### src/rtl/pipe_skid_stage.sv
// Elastic two-entry (main + skid) pipeline stage with valid/ready on both sides and synchronous flush.
// Optional stall statistics counter enabled by defining PIPE_SKID_STATS_EN.
module pipe_skid_stage #(
    parameter int WIDTH       = 32,
    parameter int STALL_CNT_W = 16
) (
    input  logic                   clk,
    input  logic                   reset,
    input  logic                   flush,
    input  logic                   in_valid,
    output logic                   in_ready,
    input  logic [WIDTH-1:0]       in_data,
    output logic                   out_valid,
    input  logic                   out_ready,
    output logic [WIDTH-1:0]       out_data,
    output logic [STALL_CNT_W-1:0] stall_count
);

    // Handshake: a beat moves on a side at a rising edge when valid & ready are both high;
    // valid never depends on ready, and ready depends only on registered state plus flush/reset.
    typedef enum logic [1:0] {
        EMPTY = 2'd0,
        FULL  = 2'd1,
        SKID  = 2'd2
    } state_t;

    state_t           state;
    logic [WIDTH-1:0] main_data;
    logic [WIDTH-1:0] skid_data;
    logic             main_valid;
    logic             skid_valid;
    logic             in_xfer;
    logic             out_xfer;

    assign main_valid = (state != EMPTY);
    assign skid_valid = (state == SKID);

    assign in_ready  = !skid_valid && !flush && !reset;
    assign out_valid = main_valid && !flush;
    assign out_data  = main_data;

    assign in_xfer  = in_valid && in_ready;
    assign out_xfer = out_valid && out_ready;

    always_ff @(posedge clk) begin
        if (reset) begin
            state     <= EMPTY;
            main_data <= '0;
            skid_data <= '0;
        end else if (flush) begin
            // Payload registers are left as-is; only occupancy is squashed.
            state <= EMPTY;
        end else begin
            case (state)
                EMPTY: begin
                    if (in_xfer) begin
                        state     <= FULL;
                        main_data <= in_data;
                    end
                end
                FULL: begin
                    if (out_xfer && in_xfer) begin
                        main_data <= in_data;
                    end else if (out_xfer) begin
                        state <= EMPTY;
                    end else if (in_xfer) begin
                        state     <= SKID;
                        skid_data <= in_data;
                    end
                end
                SKID: begin
                    if (out_xfer) begin
                        state     <= FULL;
                        main_data <= skid_data;
                    end
                end
                default: state <= EMPTY;
            endcase
        end
    end

`ifdef PIPE_SKID_STATS_EN
    logic [STALL_CNT_W-1:0] stall_q;

    // Saturating count of cycles where the consumer is holding off a valid beat.
    always_ff @(posedge clk) begin
        if (reset) begin
            stall_q <= '0;
        end else if (out_valid && !out_ready && (stall_q != {STALL_CNT_W{1'b1}})) begin
            stall_q <= stall_q + STALL_CNT_W'(1);
        end
    end

    assign stall_count = stall_q;
`else
    assign stall_count = '0;
`endif

endmodule
### config.mk
export PLATFORM = sky130hd
export DESIGN_NAME = pipe_skid_stage
export DESIGN_NICKNAME = d
export VERILOG_FILES = /design/src/rtl/pipe_skid_stage.sv
export SDC_FILE = /design/constraint.sdc
export NUM_CORES = 1
export LEC_CHECK = 0
export CORE_AREA = 2 2 88 99
export CTS_BUF_LIST = sky130_fd_sc_hd__clkbuf_4 sky130_fd_sc_hd__clkbuf_8
export DETAILED_ROUTE_END_ITERATION = 7
export DIE_AREA = 0 0 90 101
export PLACE_DENSITY = 0.67
export SLEW_MARGIN = 15
export SYNTH_ARGS = -nofsm -noshare
export SYNTH_HDL_FRONTEND = slang
export SYNTH_SLANG_ARGS = --single-unit
### constraint.sdc
create_clock -name clk -period 2.65 [get_ports clk]
set_clock_uncertainty 0.1 [all_clocks]
set_input_delay 0.3975 -clock clk [delete_from_list [all_inputs] [get_ports clk]]
set_output_delay 0.3975 -clock clk [all_outputs]
set_load 0.02 [all_outputs]
==> impl_metrics.ini, run 1 <==
[clock_network]
root_buffer = clkbuf_8
clkSinkCount = 66
htreeDepth = 3
cts_tree = done
clk_pin_slew_ns = 0.07
cts_max_path_buffers = 2
cts_resized = 0
clk_latency_ns = 0.34
holdBufCountCts = 0
post-cts-setup-buffers = 0
numCtsBuffers = 9

[drt]
wl_microns = 7790
vias = 2635
drt_iter0_markers = 103
drc = 0
wl_per_cell_microns = 15.0
vias_per_cell = 5.08
firstDrtPassIters = 4
antenna_left = 0

[yosys]
synth_top_family_by_area = compound AO/OA/AOI/OAI gates
synthTopCellsByArea = dfxtp_1, a211oi_2, mux2i_1, nand2_1, a31oi_1
yosys.area.top_type = dfxtp_1
synthArstFlopShare_pct = 0
ys_top_cells_by_count = dfxtp_1, nand2_1, a21oi_1
synth_ff_type = dfxtp_1
synth_top_area_share_pct = 41.9
ys_warn_count = 0
synth_edf_count = 0
yosysMostFrequentCell = dfxtp_1
synthSimpleGateAreaFrac_pct = 10.9
syn_area_sq_um = 3160
avgSynthCellArea_sq_um = 9.20
synthMuxAreaShare_pct = 10.2
ys_types = 31
synthAdderAreaFrac_pct = 1.19
synth_xor_area_share_pct = 0.278
synth-compound-area-share_pct = 25.7
ys_seq_area_share_pct = 41.9
ys_seq_elements = 66
netlist_instances = 343

[timing]
final-max-slew-violation-count = 0
timing.final.ws_setup_ns = 0.265
fmax_ghz = 0.419
final_hold_viol_count = 0
period_share_pct = 90.0
rsz0062_at_grt = no
min_period_ns = 2.39
setup_viol_count_final = 0
fin_setup_tns_ns = 0

[critical_path]
start_kind = primary input
critPathMaxFanout = 9
path_class = in2out
worstSetupEndpointType = output port
crit_required_ns = 2.15
crit_arrival_ns = 1.89

[placed_design]
dp_cells = 503
preCtsSetupSlack_ns = 0.216
portBuffers = 70
dpl_cell_area_sq_um = 3900
globalplace.congestion = 0.823
dpl.hpwl_microns = 5100

[power]
comb_power_share_pct = 18.3
clockPowerShare_pct = 37.5
pwr_density_cell_nw_per_um2 = 584
switchingPower_uw = 659
ir_worst_vdd_mv = 0.328
internal_power_mw = 1.74
power_leakage_nw = 1.32
total_power_mw = 2.40
pwr-share-seq_pct = 44.1
p_sw_share_pct = 27.4

[grt]
grt_pass1_vias = 2556
grt_max_degree = 34
grt-ovfl-total = 0
grt_pass1_wl_microns = 12700
track_usage_pct = 17.4
antenna_found_initial = 0

[floorplanning]
top_level_ports = 87
die_h_microns = 101
dieArea_sq_um = 9090
die_w_microns = 90
initial_utilization_pct = 38.7
rows = 35
core_area_sq_um = 8150

[flow_run]
cap_violations = 0

[layout]
fin_nets = 443
area_delta_synth_final_pct = 30.3
stdcell_area_sq_um = 4110
diodes = 0
drive_above_1_share_pct = 16.7
instances_no_fill = 519

[worst_hold_path]
worstHoldPathType = in2reg

[run_status]
status = finished, final reports clean
## path summary, 6_finish.rpt
| check | start | endpoint | slack [ns] | cells after the start |
|---|---|---|---|---|
| setup reg to reg | state[0] | out_data[21] | 0.49 | 7 |
| setup / recovery | flush | in_ready | 0.26 | 3 |
| hold / removal | reset | out_data[22] | 0.30 | 2 |
| hold reg to reg | skid_data[25] | skid_data[25] | 0.36 | 2 |
## cells by family (layout without fill, tap and decap cells)
logic type	Yosys count	after routing
flip-flops	66	66
other	1	16
adder cells (fa/ha/maj)	3	3
XOR/XNOR	1	1
AO/OA/AOI/OAI	105	105
buffers and inverters	54	104
multiplexers	32	32
AND/OR/NAND/NOR	81	81
## routing by layer
| metal | GRT usage, % | vias to the layer above | share of wire, % |
|---|---|---|---|
| li1 | - | 1308 | - |
| met1 | 21.8 | 1255 | 46 |
| met2 | 29.5 | 64 | 48 |
| met3 | 4.34 | 8 | 4.2 |
| met4 | 5.44 | 0 | 1.4 |
| met5 | 0 | - | 0 |
## sequential cells by signal, indices dropped and copies added (netlist names)
signal     flops
out_data      32
skid_data     32
state          2
## layout make-up
cell class                      instances  area [sq um]
Tap cell                              111           139
Timing Repair Buffer                   85           833
Fill cell                             776          4030
Inverter                                3          11.3
Clock buffer                           12           165
Sequential cell                        66          1320
Multi-Input combinational cell        238          1590
Clock inverter                          4          48.8
## power groups by stage
stage | Combinational, mW | Clock, mW | Sequential, mW
2_1_floorplan | 0.232 | 0 | 1.12
3_3_place_gp | 0.433 | 0 | 1.08
3_5_place_dp | 0.441 | 0 | 1.08
4_1_cts | 0.443 | 0.920 | 1.06
5_1_grt | 0.473 | 0.962 | 1.06
6_report | 0.441 | 0.902 | 1.06
## per-stage QoR
stage	util, %	hold WS, ns
6_report	50.5	0.303
5_1_grt	50.5	0.307
4_1_cts	50.5	0.286
3_5_place_dp	47.8	0.346
3_3_place_gp	47.8	0.341
2_1_floorplan	-	0.336
## critical path, stage by stage
cell and delay [ns]:
clkdlybuf4s50_1 0.58, nor3_1 0.27, clkdlybuf4s50_1 0.64
## placed cells by master, fill, tap and decap left out, types with 2 or more instances in the layout
master           Yosys  routed
clkdlybuf4s50_1      0      69
dfxtp_1             66      66
nand2_1             65      65
a21oi_1             34      34
mux2i_1             32      32
a31oi_1             32      32
a211oi_2            30      30
conb_1               1      16
buf_4               17      13
clkbuf_8             0      12
nor2_1               4       4
inv_1                3       3
nor3b_1              2       2
or2_2                2       2
o21ai_0              2       2
a2111oi_0            2       2
a211oi_1             2       2
ha_1                 3       2
clkinv_2             0       2
buf_12               0       2
Note: power is estimated with default switching activity, not from simulation.
==> run 2, diff against run 1 <==
--- a/config.mk
+++ b/config.mk
@@ -9,7 +9,7 @@
 export CTS_BUF_LIST = sky130_fd_sc_hd__clkbuf_4 sky130_fd_sc_hd__clkbuf_8
 export DETAILED_ROUTE_END_ITERATION = 7
 export DIE_AREA = 0 0 90 101
-export PLACE_DENSITY = 0.67
+export PLACE_DENSITY_LB_ADDON = 0.08
 export SLEW_MARGIN = 15
 export SYNTH_ARGS = -nofsm -noshare
 export SYNTH_HDL_FRONTEND = slang
==> impl_metrics.ini, run 2 (same netlist as run 1, synthesis figures left out) <==
[placed_design]
globalplace.congestion = 0.796
dpl_cell_area_sq_um = 3880
preCtsSetupSlack_ns = 0.259
portBuffers = 70
dpl.hpwl_microns = 4900

[critical_path]
crit_required_ns = 2.15
r2r_slack_ns = 0.41
cp-startpoint = state[0]
worstSetupEndpointType = output port
critPathMaxFanout = 8
crit_arrival_ns = 1.92
critical_path.endpoint = in_ready
start_kind = flop
reg2reg_to = out_data[18]
r2r_cells = 7
path_class = reg2out
rr_startpoint = state[0]

[drt]
antenna_left = 0
drc = 0
vias_per_cell = 5.03
vias = 2600
firstDrtPassIters = 4
drt_iter0_markers = 111
wl_per_cell_microns = 15.2
wl_microns = 7840

[floorplanning]
initial_utilization_pct = 38.7
rows = 35
die_w_microns = 90
dieArea_sq_um = 9090
top_level_ports = 87
core_area_sq_um = 8150
die_h_microns = 101

[grt]
use_met2_pct = 29.5
track_usage_pct = 17.5
grt_pass1_wl_microns = 12800
grt_max_degree = 56
grt-ovfl-total = 0
antenna_found_initial = 0
grtUsageMet3_pct = 4.11
grt.met1_usage_pct = 22.0
top_usage_layer = met2
grt_pass1_vias = 2556

[layout]
diodes = 0
postLayoutCoreUtil_pct = 49.8
fin_nets = 442
drive_above_1_share_pct = 16.3
area_delta_synth_final_pct = 28.5
layout_commonest_cell = clkdlybuf4s50_1
layout_common_cells = clkdlybuf4s50_1, dfxtp_1, nand2_1, a21oi_1
stdcell_area_sq_um = 4060

[power]
internal_power_mw = 1.63
pwr-share-seq_pct = 46.8
pwr_density_cell_nw_per_um2 = 559
comb_power_share_pct = 19.2
clockPowerShare_pct = 34.0
ir_worst_vdd_mv = 0.222
p_sw_share_pct = 27.9
switchingPower_uw = 632
power_leakage_nw = 1.29

[clock_network]
cts_resized = 0
htreeDepth = 3
numCtsBuffers = 9
post-cts-setup-buffers = 0
cts_tree = done
root_buffer = clkbuf_8
clkSinkCount = 66
clk_pin_slew_ns = 0.07
cts_max_path_buffers = 2
holdBufCountCts = 0
clk_latency_ns = 0.33

[worst_hold_path]
holdPathStages = 2
worstHoldPathType = reg2reg

[timing]
tightest_slew_ns = 0.759
final-max-slew-violation-count = 0
fmax_ghz = 0.413
max-slew-margin-rel_pct = 49.4
final_hold_viol_count = 0
rsz0062_at_grt = no
timing.final.ws_setup_ns = 0.230
period_share_pct = 91.3
fin_setup_tns_ns = 0
min_period_ns = 2.42
setup_viol_count_final = 0

[flow_run]
cap_violations = 0

[run_status]
status = finished, final reports clean
## run 2: cell types whose count changed in the layout (fill, tap and decap cells not counted)
| cell | before | now |
|---|---|---|
| clkbuf_8 | 12 | 11 |
| buf_12 | 2 | 1 |
| clkinv_2 | 2 | 1 |
| clkinv_4 | 1 | 0 |
| bufinv_16 | 1 | 0 |
| clkinvlp_4 | 0 | 1 |
| clkbuf_4 | 0 | 2 |
## run 2: how the worst min path moves through the flow
stage / startpoint / endpoint / slack (ns)
final: skid_data[31] / skid_data[31] / 0.35
after global routing: reset / skid_data[27] / 0.37
after CTS: reset / skid_data[22] / 0.35
after detailed placement: skid_data[13] / skid_data[13] / 0.35
after global placement: skid_data[2] / skid_data[2] / 0.34
after floorplan: skid_data[0] / skid_data[0] / 0.34
## run 2: worst max-delay path: stages, from the launching register on
cell	delay [ns]
dfxtp_1	0.37
inv_1	0.08
ha_2	0.24
nor3_1	0.24
clkdlybuf4s50_1	0.66
## run 2: metrics by stage
| step | std cells | hold WS (ns) | total power, mW |
|---|---|---|---|
| 5_1_grt | 517 | 0.368 | 2.38 |
| 6_report | 517 | 0.353 | 2.27 |
| 2_1_floorplan | 358 | 0.336 | 1.35 |
| 3_5_place_dp | 502 | 0.346 | 1.52 |
| 4_1_cts | 517 | 0.351 | 2.29 |
| 3_3_place_gp | 502 | 0.341 | 1.52 |
## run 2: layout make-up
type                       count  area [sq um]
tap                          111           139
multi-input combinational    238          1590
inverter                       3          11.3
clock buffer                  13           166
clock inverter                 2          12.5
sequential                    66          1320
fill                         796          4090
timing repair buffer          84           813
## run 2: power groups by stage
stage                     sequential (mW)  clock (mW)  combinational, mW
after floorplan                      1.12           0              0.232
after global placement               1.08           0              0.432
after detailed placement             1.08           0              0.435
after CTS                            1.06       0.795              0.437
after global routing                 1.06       0.844              0.467
final                                1.06       0.770              0.436
## run 2: per-layer routing
metal  vias to the layer above  wire length, microns  part of all wire [%]
li1                       1303                     -                     -
met1                      1232                  3660                    47
met2                        56                  3760                    48
met3                         9                   315                   4.0
met4                         0                    97                   1.2
met5                         -                     0                     0
